<file path="src/rtl/tt_add_pkg.sv">
// rtl/tt_add_pkg.sv - shared types and parameter checks for the add/accumulate unit
//
// Contents:
//   mode_e          operation select carried on the mode port
//   acc_width_ok    true when the accumulator is wide enough to hold an
//                   operand sum without loss (ACC_WIDTH >= WIDTH+1)
//   width_ok        true when the operand width is usable (WIDTH >= 2)

package tt_add_pkg;

    typedef enum logic [1:0] {
        MODE_ADD = 2'b00,
        MODE_SUB = 2'b01,
        MODE_ACC = 2'b10,
        MODE_CLR = 2'b11
    } mode_e;

    function automatic bit acc_width_ok(input int width, input int acc_width);
        return acc_width >= width + 1;
    endfunction

    function automatic bit width_ok(input int width);
        return width >= 2;
    endfunction

endpackage

</file>
<file path="src/rtl/tt_sat_add.sv">
// rtl/tt_sat_add.sv - combinational adder with carry-in and optional clamp to all-ones
//
// Ports:
//   a, b      [W-1:0]  addends (unsigned)
//   c_in      1        carry-in
//   sat_en    1        1 = clamp sum to all-ones on carry-out
//   sum       [W-1:0]  sum, clamped when sat_flag is set
//   carry     1        carry out of bit W-1, reported before any clamping
//   sat_flag  1        sum was clamped

module tt_sat_add #(
    parameter int W = 16
) (
    input  logic [W-1:0] a,
    input  logic [W-1:0] b,
    input  logic         c_in,
    input  logic         sat_en,
    output logic [W-1:0] sum,
    output logic         carry,
    output logic         sat_flag
);

    logic [W:0] full_sum;

    always_comb begin
        full_sum = {1'b0, a} + {1'b0, b} + {{W{1'b0}}, c_in};
        carry    = full_sum[W];
        sat_flag = sat_en & full_sum[W];
        sum      = sat_flag ? {W{1'b1}} : full_sum[W-1:0];
    end

endmodule

</file>
<file path="src/rtl/tt_add_accum.sv">
// rtl/tt_add_accum.sv - registered add/subtract/accumulate unit with valid/ready on both sides
//
// Ports:
//   clk, rst             clock; asynchronous active-high reset
//   in_valid, in_ready   input beat handshake (in_ready = !out_valid || out_ready)
//   op_a, op_b [WIDTH]   unsigned operands
//   mode [2]             00 ADD, 01 SUB, 10 ACC, 11 CLR
//   out_valid, out_ready output beat handshake
//   result [ACC_WIDTH]   registered result
//   carry                ADD carry-out / SUB borrow / ACC carry before clamping
//   sat                  ACC result was clamped (only when SAT_EN=1)
//   acc [ACC_WIDTH]      running accumulator
//   op_count [CNT_WIDTH] accepted beats, wrapping

module tt_add_accum
    import tt_add_pkg::*;
#(
    parameter int WIDTH     = 8,
    parameter int ACC_WIDTH = 16,
    parameter bit SAT_EN    = 1'b1,
    parameter int CNT_WIDTH = 8
) (
    input  logic                 clk,
    input  logic                 rst,
    input  logic                 in_valid,
    output logic                 in_ready,
    input  logic [WIDTH-1:0]     op_a,
    input  logic [WIDTH-1:0]     op_b,
    input  logic [1:0]           mode,
    output logic                 out_valid,
    input  logic                 out_ready,
    output logic [ACC_WIDTH-1:0] result,
    output logic                 carry,
    output logic                 sat,
    output logic [ACC_WIDTH-1:0] acc,
    output logic [CNT_WIDTH-1:0] op_count
);

    if (!acc_width_ok(WIDTH, ACC_WIDTH)) begin : g_acc_width_err
        $error("tt_add_accum: ACC_WIDTH must be at least WIDTH+1");
    end
    if (!width_ok(WIDTH)) begin : g_width_err
        $error("tt_add_accum: WIDTH must be at least 2");
    end

    logic                 out_valid_q;
    logic [ACC_WIDTH-1:0] result_q;
    logic                 carry_q;
    logic                 sat_q;
    logic [ACC_WIDTH-1:0] acc_q;
    logic [CNT_WIDTH-1:0] cnt_q;

    mode_e                op_mode;
    logic                 accept;

    logic [WIDTH:0]       add_full;
    logic [WIDTH:0]       sub_full;
    logic [ACC_WIDTH-1:0] add_ext;
    logic [ACC_WIDTH-1:0] sub_ext;
    logic [ACC_WIDTH-1:0] ab_ext;

    logic [ACC_WIDTH-1:0] acc_sum;
    logic                 acc_carry;
    logic                 acc_sat;

    logic [ACC_WIDTH-1:0] nxt_result;
    logic                 nxt_carry;
    logic                 nxt_sat;
    logic [ACC_WIDTH-1:0] nxt_acc;

    assign op_mode  = mode_e'(mode);
    // Single output register, no skid: a new beat fits only when the current
    // one is absent or leaving this cycle.
    assign in_ready = !out_valid_q || out_ready;
    assign accept   = in_valid && in_ready;

    always_comb begin
        add_full = {1'b0, op_a} + {1'b0, op_b};
        // The top bit of the WIDTH+1 difference is set exactly when op_a < op_b.
        sub_full = {1'b0, op_a} - {1'b0, op_b};

        add_ext                = '0;
        add_ext[WIDTH-1:0]     = add_full[WIDTH-1:0];
        sub_ext                = '0;
        sub_ext[WIDTH-1:0]     = sub_full[WIDTH-1:0];
        // op_a + op_b always fits in WIDTH+1 <= ACC_WIDTH bits, so the three-way
        // accumulate reduces to a two-input add with no lost carry.
        ab_ext                 = '0;
        ab_ext[WIDTH:0]        = add_full;
    end

    tt_sat_add #(
        .W (ACC_WIDTH)
    ) u_acc_add (
        .a        (acc_q),
        .b        (ab_ext),
        .c_in     (1'b0),
        .sat_en   (SAT_EN),
        .sum      (acc_sum),
        .carry    (acc_carry),
        .sat_flag (acc_sat)
    );

    always_comb begin
        nxt_result = '0;
        nxt_carry  = 1'b0;
        nxt_sat    = 1'b0;
        nxt_acc    = acc_q;
        case (op_mode)
            MODE_ADD: begin
                nxt_result = add_ext;
                nxt_carry  = add_full[WIDTH];
            end
            MODE_SUB: begin
                nxt_result = sub_ext;
                nxt_carry  = sub_full[WIDTH];
            end
            MODE_ACC: begin
                nxt_acc    = acc_sum;
                nxt_result = acc_sum;
                nxt_carry  = acc_carry;
                nxt_sat    = acc_sat;
            end
            MODE_CLR: begin
                nxt_acc    = '0;
            end
            default: begin
                nxt_acc    = acc_q;
            end
        endcase
    end

    always_ff @(posedge clk or posedge rst) begin
        if (rst) begin
            out_valid_q <= 1'b0;
            result_q    <= '0;
            carry_q     <= 1'b0;
            sat_q       <= 1'b0;
            acc_q       <= '0;
            cnt_q       <= '0;
        end else begin
            if (accept) begin
                out_valid_q <= 1'b1;
                result_q    <= nxt_result;
                carry_q     <= nxt_carry;
                sat_q       <= nxt_sat;
                acc_q       <= nxt_acc;
                cnt_q       <= cnt_q + CNT_WIDTH'(1);
            end else if (out_ready) begin
                out_valid_q <= 1'b0;
            end
        end
    end

    assign out_valid = out_valid_q;
    assign result    = result_q;
    assign carry     = carry_q;
    assign sat       = sat_q;
    assign acc       = acc_q;
    assign op_count  = cnt_q;

endmodule

</file>
<file path="config.mk">
export PLATFORM = sky130hd
export DESIGN_NAME = tt_add_accum
export DESIGN_NICKNAME = d
export VERILOG_FILES = /design/src/rtl/tt_add_pkg.sv /design/src/rtl/tt_sat_add.sv /design/src/rtl/tt_add_accum.sv
export SDC_FILE = /design/constraint.sdc
export NUM_CORES = 1
export LEC_CHECK = 0
export CAP_MARGIN = 20
export CORE_MARGIN = 2
export CORE_UTILIZATION = 25
export CTS_CLUSTER_SIZE = 10
export DETAILED_ROUTE_END_ITERATION = 8
export GPL_TIMING_DRIVEN = 0
export MAX_ROUTING_LAYER = met4
export PLACE_DENSITY_LB_ADDON = 0.1
export SETUP_SLACK_MARGIN = 0.15
export SLEW_MARGIN = 20
export SYNTH_ARGS = -nofsm -noshare
export SYNTH_HDL_FRONTEND = slang
export SYNTH_SLANG_ARGS = --single-unit
</file>
<file path="constraint.sdc">
create_clock -name clk -period 3.2 [get_ports clk]
set_input_delay 0.32 -clock clk [delete_from_list [all_inputs] [get_ports clk]]
set_output_delay 0.32 -clock clk [all_outputs]
set_load 0.05 [all_outputs]
</file>
==> metrics.md <==
| Metric | Value |
|---|---|
| Die X | 116 um |
| Crit-path most repeated cell | o21ai_4 |
| DR pass1 iterations | 4 |
| Period utilization | 92.0% |
| MaxCap Viol Count | 0 |
| Worst-case clock buffer depth | 2 |
| Arrival @ worst endpoint | 3090 ps |
| Avg Cell Area, Syn | 8.93 um2 |
| TritonCTS clock tree | built |
| Unique masters post-synth | 59 |
| Area Overhead vs Synth | 55.4% |
| Pin count of the biggest net entering global routing | 26 |
| Antenna Cells | 0 |
| Antenna Nets Post-Route | 0 |
| Fmax | 339 MHz |
| Top cells by area, synth | dfrtp_1 (34%), ha_1 (11%), xnor2_1 (5.3%) |
| Max incr delay on CP | 520 ps |
| Total GRT Usage | 15.3% |
| Slew @ Worst Pin | 925 ps |
| Seq/Total Area, Yosys | 34.1% |
| Cell breakdown of the critical path | clkdlybuf4s15_1 > ha_2 > nor2b_4 > or4_4 > o21ai_4 > xnor2_4 > ha_4 > a21o_1 > a21oi_4 > o21ai_4 > and2_4 > buf_8 > o21ai_4 > o311ai_2 |
| Met1 usage | 20.0% |
| Vias in the first global route | 2,958 |
| Worst skew pair latency | 290 ps |
| DR DRC count | 0 |
| Syn Inst Count | 353 |
| Ys async rst share | 100% |
| Cell area after layout | 0.00490 mm2 |
| GR Util met2 | 25.7% |
| Yosys Warn Count | 0 |
| Crit end category | register |
| HP Class | input port to asynchronous set/reset pin |
| Final core occ | 39.3% |
| Die Area | 0.0135 mm2 |
| Most Crowded Layer GR | met2 |
| Syn nets | 405 |
| Via density | 4.71 |
| Critical path class | input port to register |
| DR iter-0 viols | 109 |
| Layout cells sized above 1 | 24.7% |
| Initial core utilization | 25.3% |
| Peak supply drop | 295 uV |
| Critical Path RT | 3340 ps |
| Status | complete, no violations |
| Wire per inst | 15.8 um |
| Global-route wire length before repair | 15,600 um |
| Leakage | 2.09 nW |
| Via count | 2,961 |
| Power per cell area | 735 mW/mm2 |
| Critical path's slowest cell | or4_4 |
| Worst Path Max Fanout | 5 |
| Final RePlAce weighted congestion | 0.848 |
| Netlist Area Pre-Place | 0.00315 mm2 |
| EDFF count, synth | 0 |
| Max H-tree Level | 2 |
| Inserted Clock Buffers | 5 |
| CTS clk-pin slew, worst paths | 70 ps |
| Clk sinks | 43 |
| RSZ-0062 raised after global routing | no |
| Clock Skew | 6.17 ps |
| Max_slew headroom | 37.8% |
| Root Buffer | clkbuf_16 |
| Fin. Hold Viols | 0 |
| Initial antenna violation count | 0 |
| Post-place instance area | 0.00404 mm2 |
| Post-DP HPWL | 7120 um |
| Top cell type's share of synthesized area | 34.1% |
| Endpoints failing setup | 0 |
| Startpoint Class | input port |
| # rows | 41 |
| Main synth FF type | dfrtp_1 |
| CORE AREA | 0.0125 mm2 |
| #FFs+latches synth | 43 |
| Max-slew violation count | 0 |
| DIE HEIGHT | 116 um |
| Min Tclk post-route | 2950 ps |
| Final nets | 508 |
| Met3 GRT Util | 1.66% |
| Area leader, netlist | dfrtp_1 |
| I/O pins | 66 |
| Grt ovf | 0 |
| # port buffers | 65 |
| DRT Wirelength | 9940 um |
placed cells by master (no fill, tap or decap), types with 3 or more instances in the layout:
master and n:
nand4_1 4, clkdlybuf4s15_1 3, xnor2_1 18, a21oi_2 3, o21ai_4 5, o211ai_1 5, nand2b_1 7, buf_12 3
xor2_1 6, ha_4 9, ha_2 3, inv_1 14, clkbuf_16 5, clkbuf_1 8, dfrtp_1 43, inv_2 5
o21ai_0 9, o21a_1 3, nor3_1 3, nand2_1 40, a21o_1 11, mux2i_1 3, buf_2 4, nor2_1 23
nor2b_1 3, a21oi_1 23, clkdlybuf4s50_1 51, buf_4 26, a31oi_1 6, o31ai_1 3, nand3_1 6, a21oi_4 4
ha_1 15, a221o_1 3, buf_6 6
critical path, delay by kind of cell:
family / cells / cell delay [ps]
compound gates: 6 / 950
xor+xnor: 1 / 170
fa+ha+maj: 2 / 440
buf+inv: 2 / 340
simple gates: 3 / 860
where the power goes:
| group | switching [W] | leakage (nW) | internal, W | total (W) |
|---|---|---|---|---|
| registers | 0.000144 | 0.563 | 0.000679 | 0.000823 |
| logic | 0.00120 | 1.44 | 0.000902 | 0.00210 |
| clock network | 0.000227 | 0.0900 | 0.000447 | 0.000675 |
synthesized netlist by cell type (4+ instances only):
library cell  number
a21o_1            11
a21oi_1           29
a31oi_1            6
clkbuf_1           9
dfrtp_1           43
ha_1              27
inv_1             21
nand2_1           42
nand2b_1           8
nand3_1            8
nand4_1            4
nor2_1            24
nor2b_1            5
nor3_1             4
o211ai_1           5
o21ai_0           13
o31ai_1            4
xnor2_1           19
xor2_1             7
cells by family after synthesis:
| logic type | after synthesis | share of synthesized area [%] |
|---|---|---|
| mux | 4 | 1.31 |
| buf+inv | 34 | 4.17 |
| flops | 43 | 34.1 |
| compound gates | 108 | 24.1 |
| simple gates | 108 | 16.4 |
| xor+xnor | 26 | 7.22 |
| fa+ha+maj | 30 | 12.6 |
final timing paths:
kind	from	end	slack, ps	cells after the start
worst max register to register	acc[0]$_DFFE_PP0P_	result[1]$_DFFE_PP0P_	710	9
worst min register to register	op_count[7]$_DFFE_PP0P_	op_count[7]$_DFFE_PP0P_	470	1
worst min-delay path	rst	op_count[7]$_DFFE_PP0P_	370	2
min in group clk	op_count[7]$_DFFE_PP0P_	op_count[7]$_DFFE_PP0P_	470	1
worst max-delay path	op_a[5]	result[1]$_DFFE_PP0P_	250	14
max in group asynchronous	rst	result[9]$_DFFE_PP0P_	2340	3
per-stage QoR:
stage          setup slack [ps]  std cells  TNS (ps)  hold slack, ps  power [W]
2_1_floorplan               144        353         0             428    0.00200
3_3_place_gp               -880        590    -24810             461    0.00250
3_5_place_dp               -885        591    -24720             462    0.00251
4_1_cts                     157        625         0             379    0.00353
5_1_grt                     141        629         0             405    0.00382
6_report                    254        629         0             366    0.00360
area by class of cell:
cell class	instances	area, um2
buffer	12	81.3
clock buffer	5	125
clock inverter	3	67.6
fill	1291	7570
inverter	22	90.1
multi-input combinational	276	2330
sequential	43	1080
tap	172	215
timing repair buffer	96	916
state kept, by name, indices dropped and copies added (netlist names):
| name | count |
|---|---|
| acc | 16 |
| sat | 1 |
| carry | 1 |
| result | 16 |
| out_valid | 1 |
| op_count | 8 |
layer usage:
metal,routed length (um),part of all wire [%]
met5,0,0
met4,106,1.1
met3,473,4.8
met2,4810,48
met1,4550,46
timing repair:
action,in CTS,in global routing
buffers inserted,25,4
setup endpoints to repair,34,34
endpoints found under the hold margin,0,0
pin swaps,40,28
gates cloned,1,0
resized for setup,96,37
hold buffers,0,0
Power figures use the tool's default switching activity.
